[config.mk]
export PLATFORM = sky130hd
export DESIGN_NAME = cu_dac_interpolation
export DESIGN_NICKNAME = d
export VERILOG_FILES = /design/src/rtl/cu_dac_interpolation.sv
export SDC_FILE = /design/constraint.sdc
export NUM_CORES = 1
export LEC_CHECK = 0
export BUFFER_PORTS_ARGS = -buffer_cell sky130_fd_sc_hd__buf_2
export CORE_MARGIN = 8
export CORE_UTILIZATION = 65
export CTS_CLUSTER_DIAMETER = 40
export DETAILED_ROUTE_END_ITERATION = 7
export PLACE_DENSITY = 0.85
export SYNTH_ARGS = -nofsm -noshare
export SYNTH_HDL_FRONTEND = slang
export SYNTH_SLANG_ARGS = --single-unit
export TNS_END_PERCENT = 30
[constraint.sdc]
create_clock -name clk -period 6.1 [get_ports clk]
set_clock_uncertainty 0.15 [all_clocks]
set_input_delay 1.22 -clock clk [delete_from_list [all_inputs] [get_ports clk]]
set_output_delay 1.22 -clock clk [all_outputs]
set_load 0.02 [all_outputs]
[src/rtl/cu_dac_interpolation.sv]
// Linear-interpolating upsampler that feeds a DAC with N output samples per input sample, where N is 2, 4 or 32.
// Latency: the output register updates one edge after the Emit state; a request caught in WaitReq reaches the DAC two edges later.
// Backpressure: din_ready is high only in Idle. One early DAC request is queued. A request in Idle with no new sample repeats prev and raises underrun.
module cu_dac_interpolation (
   input  logic        clk,
   input  logic        rst,
   input  logic        din_valid,
   input  logic [15:0] datain,
   output logic        din_ready,
   input  logic [2:0]  rate,
   input  logic        dac_req,
   output logic [15:0] dataout,
   output logic        data_rdy,
   output logic        underrun
);

   typedef enum logic [2:0] {
      S_IDLE,
      S_LOAD,
      S_WAITREQ,
      S_EMIT,
      S_CHKCOUNT
   } state_t;

   state_t             state_q, state_d;
   logic [15:0]        prev_q, prev_d;
   logic [15:0]        cur_q, cur_d;
   logic signed [16:0] diff_q, diff_d;
   logic signed [21:0] acc_q, acc_d;
   logic [5:0]         cnt_q, cnt_d;
   logic [5:0]         n_q, n_d;
   logic [2:0]         s_q, s_d;
   logic               req_pend_q, req_pend_d;
   logic [15:0]        dataout_q, dataout_d;
   logic               data_rdy_q, data_rdy_d;
   logic               underrun_q, underrun_d;

   // Decode the interpolation ratio N and its log2 S from the rate select.
   logic [5:0] n_sel;
   logic [2:0] s_sel;
   always_comb begin
      n_sel = 6'd32;
      s_sel = 3'd5;
      if (rate == 3'b001) begin
         n_sel = 6'd2;
         s_sel = 3'd1;
      end else if (rate == 3'b011) begin
         n_sel = 6'd4;
         s_sel = 3'd2;
      end
   end

   // State register and all datapath registers, with synchronous reset.
   always_ff @(posedge clk) begin
      if (rst) begin
         state_q    <= S_IDLE;
         prev_q     <= '0;
         cur_q      <= '0;
         diff_q     <= '0;
         acc_q      <= '0;
         cnt_q      <= '0;
         n_q        <= 6'd2;
         s_q        <= 3'd1;
         req_pend_q <= 1'b0;
         dataout_q  <= '0;
         data_rdy_q <= 1'b0;
         underrun_q <= 1'b0;
      end else begin
         state_q    <= state_d;
         prev_q     <= prev_d;
         cur_q      <= cur_d;
         diff_q     <= diff_d;
         acc_q      <= acc_d;
         cnt_q      <= cnt_d;
         n_q        <= n_d;
         s_q        <= s_d;
         req_pend_q <= req_pend_d;
         dataout_q  <= dataout_d;
         data_rdy_q <= data_rdy_d;
         underrun_q <= underrun_d;
      end
   end

   // Next-state logic.
   always_comb begin
      state_d = state_q;
      case (state_q)
         S_IDLE:     if (din_valid) state_d = S_LOAD;
         S_LOAD:     state_d = S_WAITREQ;
         S_WAITREQ:  if (dac_req || req_pend_q) state_d = S_EMIT;
         S_EMIT:     state_d = S_CHKCOUNT;
         S_CHKCOUNT: state_d = (cnt_q == n_q) ? S_IDLE : S_WAITREQ;
         default:    state_d = S_IDLE;
      endcase
   end

   // Datapath next-state: accumulate prev<<S + k*diff and emit the top 16 bits.
   always_comb begin
      prev_d     = prev_q;
      cur_d      = cur_q;
      diff_d     = diff_q;
      acc_d      = acc_q;
      cnt_d      = cnt_q;
      n_d        = n_q;
      s_d        = s_q;
      req_pend_d = req_pend_q;
      dataout_d  = dataout_q;
      data_rdy_d = 1'b0;
      underrun_d = 1'b0;
      case (state_q)
         S_IDLE: begin
            if (din_valid) begin
               // A request arriving with the sample is queued for the new block.
               cur_d = datain;
               if (dac_req) req_pend_d = 1'b1;
            end else if (dac_req || req_pend_q) begin
               // A hold-emit right after another output would make data_rdy two cycles wide, so it is deferred one cycle.
               if (data_rdy_q) begin
                  req_pend_d = 1'b1;
               end else begin
                  dataout_d  = prev_q;
                  data_rdy_d = 1'b1;
                  underrun_d = 1'b1;
                  req_pend_d = 1'b0;
               end
            end
         end
         S_LOAD: begin
            n_d    = n_sel;
            s_d    = s_sel;
            diff_d = $signed({cur_q[15], cur_q}) - $signed({prev_q[15], prev_q});
            acc_d  = $signed({{6{prev_q[15]}}, prev_q}) <<< s_sel;
            cnt_d  = '0;
            if (dac_req) req_pend_d = 1'b1;
         end
         S_WAITREQ: begin
            if (dac_req || req_pend_q) req_pend_d = 1'b0;
         end
         S_EMIT: begin
            dataout_d  = 16'(acc_q >>> s_q);
            data_rdy_d = 1'b1;
            acc_d      = acc_q + {{5{diff_q[16]}}, diff_q};
            cnt_d      = cnt_q + 6'd1;
            if (dac_req) req_pend_d = 1'b1;
         end
         S_CHKCOUNT: begin
            if (cnt_q == n_q) prev_d = cur_q;
            if (dac_req) req_pend_d = 1'b1;
         end
         default: ;
      endcase
   end

   // Output decode: the block takes a new sample only in Idle.
   always_comb begin
      din_ready = (state_q == S_IDLE);
   end

   assign dataout  = dataout_q;
   assign data_rdy = data_rdy_q;
   assign underrun = underrun_q;

endmodule

==> impl_metrics.ini <==
[floorplanning]
die-width_um = 118
rows = 37
die_h_um = 118
dieArea_mm2 = 0.0138
io_pins = 42
fp.coreArea_mm2 = 0.0102
start_util = 0.658

[finish]
drive_above_1_share = 0.102
final-seq-area_mm2 = 0.00206
final_util = 0.693
nets = 905
syn2layout_area_growth_pct = 5.26
multiInputGateArea_mm2 = 0.00432
diodes = 0
fin_cells = 983
fillers = 809

[grt]
antenna_found_initial = 0
grt_usage = 0.248
grt_max_degree = 108
grt_pass1_wl_um = 28900
grt_pass1_vias = 5992
grt_overflow = 0

[worst_setup_path]
worst-path-max-fanout = 4
start_kind = register
crit_type = reg2reg
crit_required_ps = 6170
critPathArrivalTime_ps = 3120
critPathCaptureType = register

[sta]
tns_ps = 0
final-max-slew-violation-count = 0
tightest_slew_ps = 1170
slew_headroom = 0.222
hold_viol = 0
period_needed_ps = 3050
grt_setup_unrepaired = false
setup_viol = 0
fin_crit_sh = 0.499
clock.fmax_ghz = 0.328

[route]
vias = 6315
drt-vias-per-instance = 6.42
drc = 0
drt_first_pass_iters = 5
drt_iter0_drc = 485
ant_nets = 0
drt_wl_total_um = 17500
routedWlPerCell_um = 17.8

[power_and_ir_drop]
pwr_density_cell_mw_per_mm2 = 223
pwr-share-comb = 0.258
p_switching_mw = 0.534
ir_drop_uv = 151
leakage_nw = 2.79
swShare = 0.339
p_int_mw = 1.04
pwr-share-seq = 0.483
clockPowerShare = 0.259

[clock_network]
cts.repair.resized = 0
cts_hold_buf = 0
path_clk_slew_ps = 90
cts_setup_buffers = 0
h-tree-depth = 3
cts_buffers = 9
clk_latency_ps = 370
cts_tree = done
clockBufferDepth = 2
cts.sinks = 103
root_buffer = clkbuf_8

[worst_hold_path]
hold_class = reg2reg

[synth]
seq_area_frac_synth = 0.308
syn-cell-area_mm2 = 0.00671
synth_edf_count = 0
ys_types = 66
ys_ff_latch = 103
yosys_warnings = 0
syn_nets = 906
syn_inst = 843
synthArstFlopShare = 0
postSynthAreaPerCell_um2 = 7.95
ys.flop_type = dfxtp_1

[run]
drv_cap = 0

[place]
io_buffer_count = 41
place_hpwl_um = 12700
dp_cells = 967
place_congestion = 0.896

[outcome]
status = finished clean
power by group through the flow:
stage	clock, mW	sequential (mW)	combinational (mW)
after floorplan	0	0.756	0.319
after global placement	0	0.772	0.380
after detailed placement	0	0.774	0.395
after CTS	0.407	0.759	0.399
after global routing	0.439	0.765	0.446
final	0.408	0.761	0.406
per-layer routing:
layer | global-route usage | part of all wire | vias to the layer above
met5 | 0 | 0 | -
met1 | 0.321 | 0.43 | 2957
met4 | 0.0937 | 0.023 | 0
met2 | 0.405 | 0.47 | 299
met3 | 0.0422 | 0.079 | 36
li1 | - | - | 3023
critical path, stage by stage (launching register included):
cell and delay (ps):
dfxtp_1 350, ha_1 250, fa_1 440, a211oi_2 310, o21ai_1 140, a31oi_1 420
o32ai_2 210, a221oi_2 330, xor2_1 200, o22ai_1 100
flip-flops by register name, indices dropped and copies added (netlist names):
register,count
acc_q,22
cnt_q,6
cur_q,16
data_rdy,1
dataout,16
diff_q,17
n_q,2
prev_q,16
req_pend_q,1
s_q,2
state_q,3
underrun,1
kinds of logic (layout without fill, tap and decap cells):
logic type,Yosys count,count (layout),synth area share
simple gates,280,280,0.186
flops,103,103,0.308
xor+xnor,31,31,0.0405
compound gates,252,252,0.248
buf+inv,82,86,0.0485
mux,55,55,0.0926
fa+ha+maj,40,40,0.0769
per-stage QoR:
step	hold slack [ps]	area, µm²	total power [mW]	setup WS, ps
after floorplan	286	6710	1.07	3560
final	310	7060	1.58	3050
after global routing	334	7060	1.65	2830
after global placement	295	6880	1.15	3100
after detailed placement	301	6880	1.17	2970
after CTS	314	7060	1.56	3120
synth_stat cells (3+ instances only):
| cell type | n | share of area |
|---|---|---|
| clkbuf_1 | 37 | 0.021 |
| nor2_1 | 107 | 0.060 |
| mux2i_1 | 44 | 0.066 |
| nand3b_1 | 6 | 0.0067 |
| o21a_1 | 12 | 0.013 |
| a21oi_1 | 87 | 0.065 |
| buf_1 | 5 | 0.0028 |
| nand2b_1 | 10 | 0.0093 |
| and2_1 | 8 | 0.0075 |
| ha_1 | 38 | 0.071 |
| a21o_1 | 8 | 0.0090 |
| mux2_2 | 6 | 0.010 |
| o211ai_1 | 4 | 0.0045 |
| nand3_1 | 10 | 0.0075 |
| and3_1 | 3 | 0.0028 |
| nor3_1 | 34 | 0.025 |
| o22ai_1 | 9 | 0.0084 |
| buf_2 | 14 | 0.010 |
| dfxtp_1 | 103 | 0.31 |
| a22oi_1 | 4 | 0.0045 |
| xor2_1 | 14 | 0.018 |
| o21ai_0 | 28 | 0.021 |
| o21bai_1 | 4 | 0.0045 |
| a211oi_1 | 50 | 0.056 |
| nand2_1 | 80 | 0.045 |
| nor2b_1 | 9 | 0.0084 |
| inv_1 | 25 | 0.014 |
| o21ai_1 | 6 | 0.0045 |
| a21oi_2 | 3 | 0.0039 |
| xnor2_1 | 17 | 0.022 |
| a31oi_1 | 5 | 0.0047 |
| a311oi_1 | 5 | 0.0065 |
| mux4_2 | 5 | 0.017 |
cell usage in the layout (no fill, tap or decap), types with 3 or more instances in the layout:
| master | instances |
|---|---|
| o21ai_0 | 28 |
| a21o_1 | 8 |
| mux2i_1 | 44 |
| o22ai_1 | 9 |
| nand3b_1 | 6 |
| o21bai_1 | 4 |
| a311oi_1 | 5 |
| buf_2 | 40 |
| buf_4 | 4 |
| a31oi_1 | 5 |
| a211oi_1 | 50 |
| inv_1 | 25 |
| and3_1 | 3 |
| nor2_1 | 107 |
| a21oi_1 | 87 |
| o21ai_1 | 6 |
| o211ai_1 | 4 |
| clkbuf_8 | 11 |
| dfxtp_1 | 103 |
| nor3_1 | 34 |
| xnor2_1 | 17 |
| a21oi_2 | 3 |
| a22oi_1 | 4 |
| nand2_1 | 80 |
| mux2_2 | 6 |
| nand2b_1 | 10 |
| nor2b_1 | 8 |
| xor2_1 | 14 |
| clkbuf_1 | 3 |
| nand3_1 | 10 |
| and2_1 | 8 |
| mux4_2 | 5 |
| o21a_1 | 12 |
| ha_1 | 38 |
area by class of cell:
cell class                      instances  share of cell area
Inverter                               26              0.0138
Sequential cell                       103               0.292
Clock inverter                          2             0.00213
Multi-Input combinational cell        658               0.612
Tap cell                              136              0.0241
Clock buffer                           14              0.0230
Timing Repair Buffer                   44              0.0326
path summary, 6_finish.rpt:
| check | endpoint | cells after the start | startpoint | slack, ps |
|---|---|---|---|---|
| hold reg to reg | cur_q[0] | 2 | cur_q[0] | 310 |
| setup / recovery | acc_q[20] | 9 | diff_q[0] | 3050 |
| setup reg to reg | acc_q[20] | 9 | diff_q[0] | 3050 |
| hold / removal | cur_q[0] | 2 | cur_q[0] | 310 |
Note: power is estimated with default switching activity, not from simulation.
